File: src/rtl/sym_frame_packer.sv
// Hunts for a 4-symbol sync word, then packs 2-bit symbols MSB-first into bytes
// handed out over valid/ready. Optional frame counter port under SYM_PACK_STATS_EN.
module sym_frame_packer #(
   parameter logic [7:0]  SYNC_WORD = 8'hB4,
   parameter int unsigned FRAME_LEN = 4
) (
   input  logic       clk,
   input  logic       rst,
   input  logic [1:0] sym,
   input  logic       sym_valid,
   output logic [7:0] out_data,
   output logic       out_valid,
   input  logic       out_ready,
   output logic       in_frame,
   output logic       frame_done,
   output logic       ovf,
   input  logic       ovf_clr
`ifdef SYM_PACK_STATS_EN
   ,
   output logic [7:0] frame_cnt
`endif
);

   localparam logic [7:0] LastIdx = 8'(FRAME_LEN - 1);

   typedef enum logic [1:0] {
      StHunt = 2'b01,
      StPack = 2'b10
   } state_e;

   state_e     state_q;
   logic [7:0] sh_q;
   logic [1:0] sym_cnt_q;
   logic [7:0] byte_cnt_q;

   logic [7:0] sh_next;
   logic       byte_done;
   logic       last_byte;
   logic       load;

   // The sync register doubles as the payload accumulator: four shifts after sync
   // every bit of the byte is fresh payload.
   always_comb begin
      sh_next   = {sh_q[5:0], sym};
      byte_done = (state_q == StPack) && sym_valid && (sym_cnt_q == 2'd3);
      last_byte = byte_done && (byte_cnt_q == LastIdx);
      load      = byte_done && (!out_valid || out_ready);
   end

   always_ff @(posedge clk or negedge rst) begin
      if (!rst) begin
         state_q    <= StHunt;
         sh_q       <= '0;
         sym_cnt_q  <= '0;
         byte_cnt_q <= '0;
         out_data   <= '0;
         out_valid  <= 1'b0;
         in_frame   <= 1'b0;
         frame_done <= 1'b0;
         ovf        <= 1'b0;
      end else begin
         frame_done <= 1'b0;

         if (out_valid && out_ready) out_valid <= 1'b0;
         if (load) begin
            out_data  <= sh_next;
            out_valid <= 1'b1;
         end

         // Overflow set is ordered after clear so it wins.
         if (ovf_clr) ovf <= 1'b0;
         if (byte_done && !load) ovf <= 1'b1;

         unique case (state_q)
            StHunt: begin
               if (sym_valid) begin
                  sh_q <= sh_next;
                  if (sh_next == SYNC_WORD) begin
                     state_q    <= StPack;
                     in_frame   <= 1'b1;
                     sym_cnt_q  <= '0;
                     byte_cnt_q <= '0;
                  end
               end
            end
            StPack: begin
               if (sym_valid) begin
                  sh_q      <= sh_next;
                  sym_cnt_q <= sym_cnt_q + 2'd1;
                  if (byte_done) begin
                     byte_cnt_q <= byte_cnt_q + 8'd1;
                     if (last_byte) begin
                        frame_done <= 1'b1;
                        state_q    <= StHunt;
                        in_frame   <= 1'b0;
                        sh_q       <= '0;
                     end
                  end
               end
            end
            default: begin
               state_q   <= StHunt;
               in_frame  <= 1'b0;
               sh_q      <= '0;
               sym_cnt_q <= '0;
            end
         endcase
      end
   end

`ifdef SYM_PACK_STATS_EN
   always_ff @(posedge clk or negedge rst) begin
      if (!rst) begin
         frame_cnt <= '0;
      end else if (last_byte) begin
         frame_cnt <= frame_cnt + 8'd1;
      end
   end
`endif

endmodule

File: config.mk
export PLATFORM = sky130hd
export DESIGN_NAME = sym_frame_packer
export DESIGN_NICKNAME = d
export VERILOG_FILES = /design/src/rtl/sym_frame_packer.sv
export SDC_FILE = /design/constraint.sdc
export NUM_CORES = 1
export LEC_CHECK = 0
export CORE_ASPECT_RATIO = 0.7
export CORE_UTILIZATION = 53
export DETAILED_ROUTE_END_ITERATION = 8
export PLACE_DENSITY = 0.82
export RECOVER_POWER = 100
export SLEW_MARGIN = 15
export SYNTH_ARGS = -nofsm -noshare
export SYNTH_HDL_FRONTEND = slang
export SYNTH_SLANG_ARGS = --single-unit
File: constraint.sdc
create_clock -name clk -period 2.6 [get_ports clk]
set_clock_uncertainty 0.05 [all_clocks]
set_input_delay 0.52 -clock clk [delete_from_list [all_inputs] [get_ports clk]]
set_output_delay 0.52 -clock clk [all_outputs]
set_load 0.05 [all_outputs]
==> impl_metrics.tcl <==
set metrics [dict create \
    drt-initial-drc-count 41 \
    hpwl_mm 1.91 \
    synth-simple-area-share 0.179 \
    final_area_mm2 0.00170 \
    hp-class "reg2reg" \
    route.detailed.drc 0 \
    grt_pass1_wl_mm 4.54 \
    fmax_ghz 0.432 \
    synthTopCellsByArea "dfrtp_1 (50%), mux2_2 (4.8%), a22o_1 (3.7%)" \
    synth_mux_area_frac 0.0720 \
    syn_nets 133 \
    synth_top_area_cell "dfrtp_1" \
    crit_path_max_fanout 12 \
    multiInputGateArea_um2 634 \
    netlist.area_leader.share 0.498 \
    slew_violations 29 \
    postSynthRegisterBits 29 \
    core-area_mm2 0.00250 \
    gp_congestion 0.831 \
    die_x_um 63.6 \
    wire_per_inst_um 14.9 \
    critical_path_class "in2reg" \
    placed_cell_area_mm2 0.00162 \
    ff_latch_area_um2 727 \
    synth_compound_area_frac 0.167 \
    min_period_ns 2.31 \
    synth_edf_count 0 \
    clock_latency_ns 0.28 \
    cp-start-kind "primary input" \
    root_buffer "clkbuf_8" \
    portBuffers 18 \
    track_usage 0.228 \
    worst_pin_slew_ns 1.50 \
    viasPerCell 5.69 \
    hold-path-cell-count 1 \
    cts_made_buffers 5 \
    clockBufferDepth 2 \
    cts_hold_buf 0 \
    insertedDiodeCount 0 \
    row_count 15 \
    vias 1019 \
    endpoint_kind "flop" \
    final-setup-viol-count 0 \
    syn-instance-count 122 \
    drtAntennaViolNets 0 \
    p_int_mw 1.00 \
    overflow 0 \
    antenna_found_initial 0 \
    rsz0062_at_grt "false" \
    drive_above_1_share 0.131 \
    hold_violations 0 \
    clock-sinks 29 \
    switchingPower_mw 0.611 \
    violations "max-capacitance violations, max-slew violations" \
    avgSynthCellArea_um2 11.5 \
    fillers 192 \
    maxCapViolations 1 \
    synth_xor_area_frac 0 \
    start_util 0.564 \
    post_cts.repair.setup_buffers 0 \
    drt-total-wl_mm 2.67 \
    grt_max_degree 30 \
    die_y_um 45.1 \
    placed_cells 172 \
    tns_ns 0 \
    synth-main-ff-cell "dfrtp_1" \
    grt_pass1_vias 972 \
    final.period_utilization 0.889 \
    p_sw_frac 0.379 \
    cts_tree "built" \
    yosys_warnings 0 \
    area_delta_synth_final_pct 20.8 \
    cp.required_ns 2.69 \
    synthArstFlopShare 1.00 \
    finalNonFillerCells 179 \
    irDropWorstVdd_uv 781 \
    cts_resized 0 \
    h-tree-depth 2 \
    powerDensity_mw_per_mm2 948 \
    arrival_ns 2.40 \
    status "complete, but fails checks" \
    slew_headroom -0.000280 \
    p_leak_nw 0.773 \
    ff2ff_path_depth 6 \
    ys_seq_area_frac 0.516 \
    post_synth_num_cell_types 45 \
    dieArea_mm2 0.00287 \
    p_seq_frac 0.400 \
    combPwrFrac 0.375 \
    synth_top_family_by_area "simple AND/OR/NAND/NOR gates" \
    layout.nets 156 \
    clkTransAtPathRegs_ns 0.06 \
    synth.cell_area_mm2 0.00141 \
    pwr-share-clk 0.225 \
    drt-pass1-iter-count 4 \
    synthAdderAreaFrac 0.0356 \
    io_pins 19 \
]
[synthesized netlist by cell type, types with 2 or more instances]
master / n
a22o_1: 6
and3_1: 2
clkbuf_1: 2
dfrtp_1: 28
ha_1: 4
inv_1: 5
mux2_1: 3
mux2_2: 6
nand2_1: 7
nand2b_1: 5
nand3_1: 6
nand3b_1: 2
nor2_1: 4
nor2b_1: 2
o21ai_0: 6
o21ai_1: 3
o311ai_1: 2
or2_1: 2
[cell families (layout without fill, tap and decap cells)]
logic type,after synthesis,count (layout)
flip-flops,29,29
buffers and inverters,9,32
adder cells (fa/ha/maj),4,4
AO/OA/AOI/OAI,32,32
AND/OR/NAND/NOR,39,39
multiplexers,9,9
[state kept, by name (all words and copies together) (netlist names)]
signal      flops
byte_cnt_q      8
frame_done      1
in_frame        1
out_data        8
out_valid       1
ovf             1
sh_q            6
state_q         1
sym_cnt_q       2
[path summary, 6_finish.rpt]
| path | start | to | slack [ns] |
|---|---|---|---|
| max | sym[0] | byte_cnt_q[6]$_DFFE_PN0P_ | 0.29 |
| min | out_data[1]$_DFFE_PN0P_ | out_data[1]$_DFFE_PN0P_ | 0.43 |
| max reg2reg | state_q[0]$_DFFE_PN1P_ | byte_cnt_q[6]$_DFFE_PN0P_ | 0.43 |
| min reg2reg | out_data[1]$_DFFE_PN0P_ | out_data[1]$_DFFE_PN0P_ | 0.43 |
| max in group asynchronous | rst | byte_cnt_q[1]$_DFFE_PN0P_ | 0.53 |
| min in group asynchronous | rst | byte_cnt_q[5]$_DFFE_PN0P_ | 1.08 |
[critical path, stage by stage]
cell	delay (ns)
dlygate4sd3_1	0.57
and4b_1	0.22
a21boi_1	0.61
or2_1	0.32
o311ai_0	0.17
[stage by stage]
step	power, mW	util	hold slack, ns	setup WS [ns]
after global routing	1.71	0.681	0.461	0.145
after detailed placement	1.29	0.650	0.429	0.120
after floorplan	1.08	-	0.174	0.505
after global placement	1.27	0.650	0.416	0.206
final	1.61	0.681	0.428	0.287
after CTS	1.66	0.684	0.438	0.417
[cell type report]
| cell class | count | share of cell area |
|---|---|---|
| repair buffers | 20 | 0.113 |
| well taps | 34 | 0.0250 |
| multi-input cells | 84 | 0.373 |
| clock buffers | 7 | 0.0508 |
| inverters | 5 | 0.0110 |
| flip-flops and latches | 29 | 0.428 |
[power groups by stage]
stage	Combinational (mW)	Clock [mW]	Sequential (mW)
global route	0.645	0.401	0.662
detailed placement	0.634	0	0.654
floorplan	0.214	0	0.869
CTS	0.639	0.375	0.649
global placement	0.621	0	0.647
finish	0.604	0.363	0.645
[per-layer routing]
| layer | track usage | vias up | wire length (um) |
|---|---|---|---|
| li1 | - | 497 | - |
| met1 | 0.298 | 500 | 1370 |
| met2 | 0.323 | 18 | 1160 |
| met3 | 0.114 | 4 | 111 |
| met4 | 0.0955 | 0 | 34 |
| met5 | 0 | - | 0 |
[cells in the final DEF, fill, tap and decap left out, types with 2 or more instances in the layout]
cell type and count:
ha_1 4, dfrtp_1 28, dlygate4sd3_1 14, inv_1 5, o21ai_1 2, nand2_1 7, and3_1 2, nor2b_1 2
clkdlybuf4s50_1 4, mux2_2 6, clkbuf_8 6, nand2b_1 5, or2_1 2, o311ai_0 2, clkbuf_1 2, mux2_1 3
a22o_1 6, nand3b_1 2, o21ai_0 8, nand3_1 6, nor2_1 4
(Power assumes the default switching activity.)
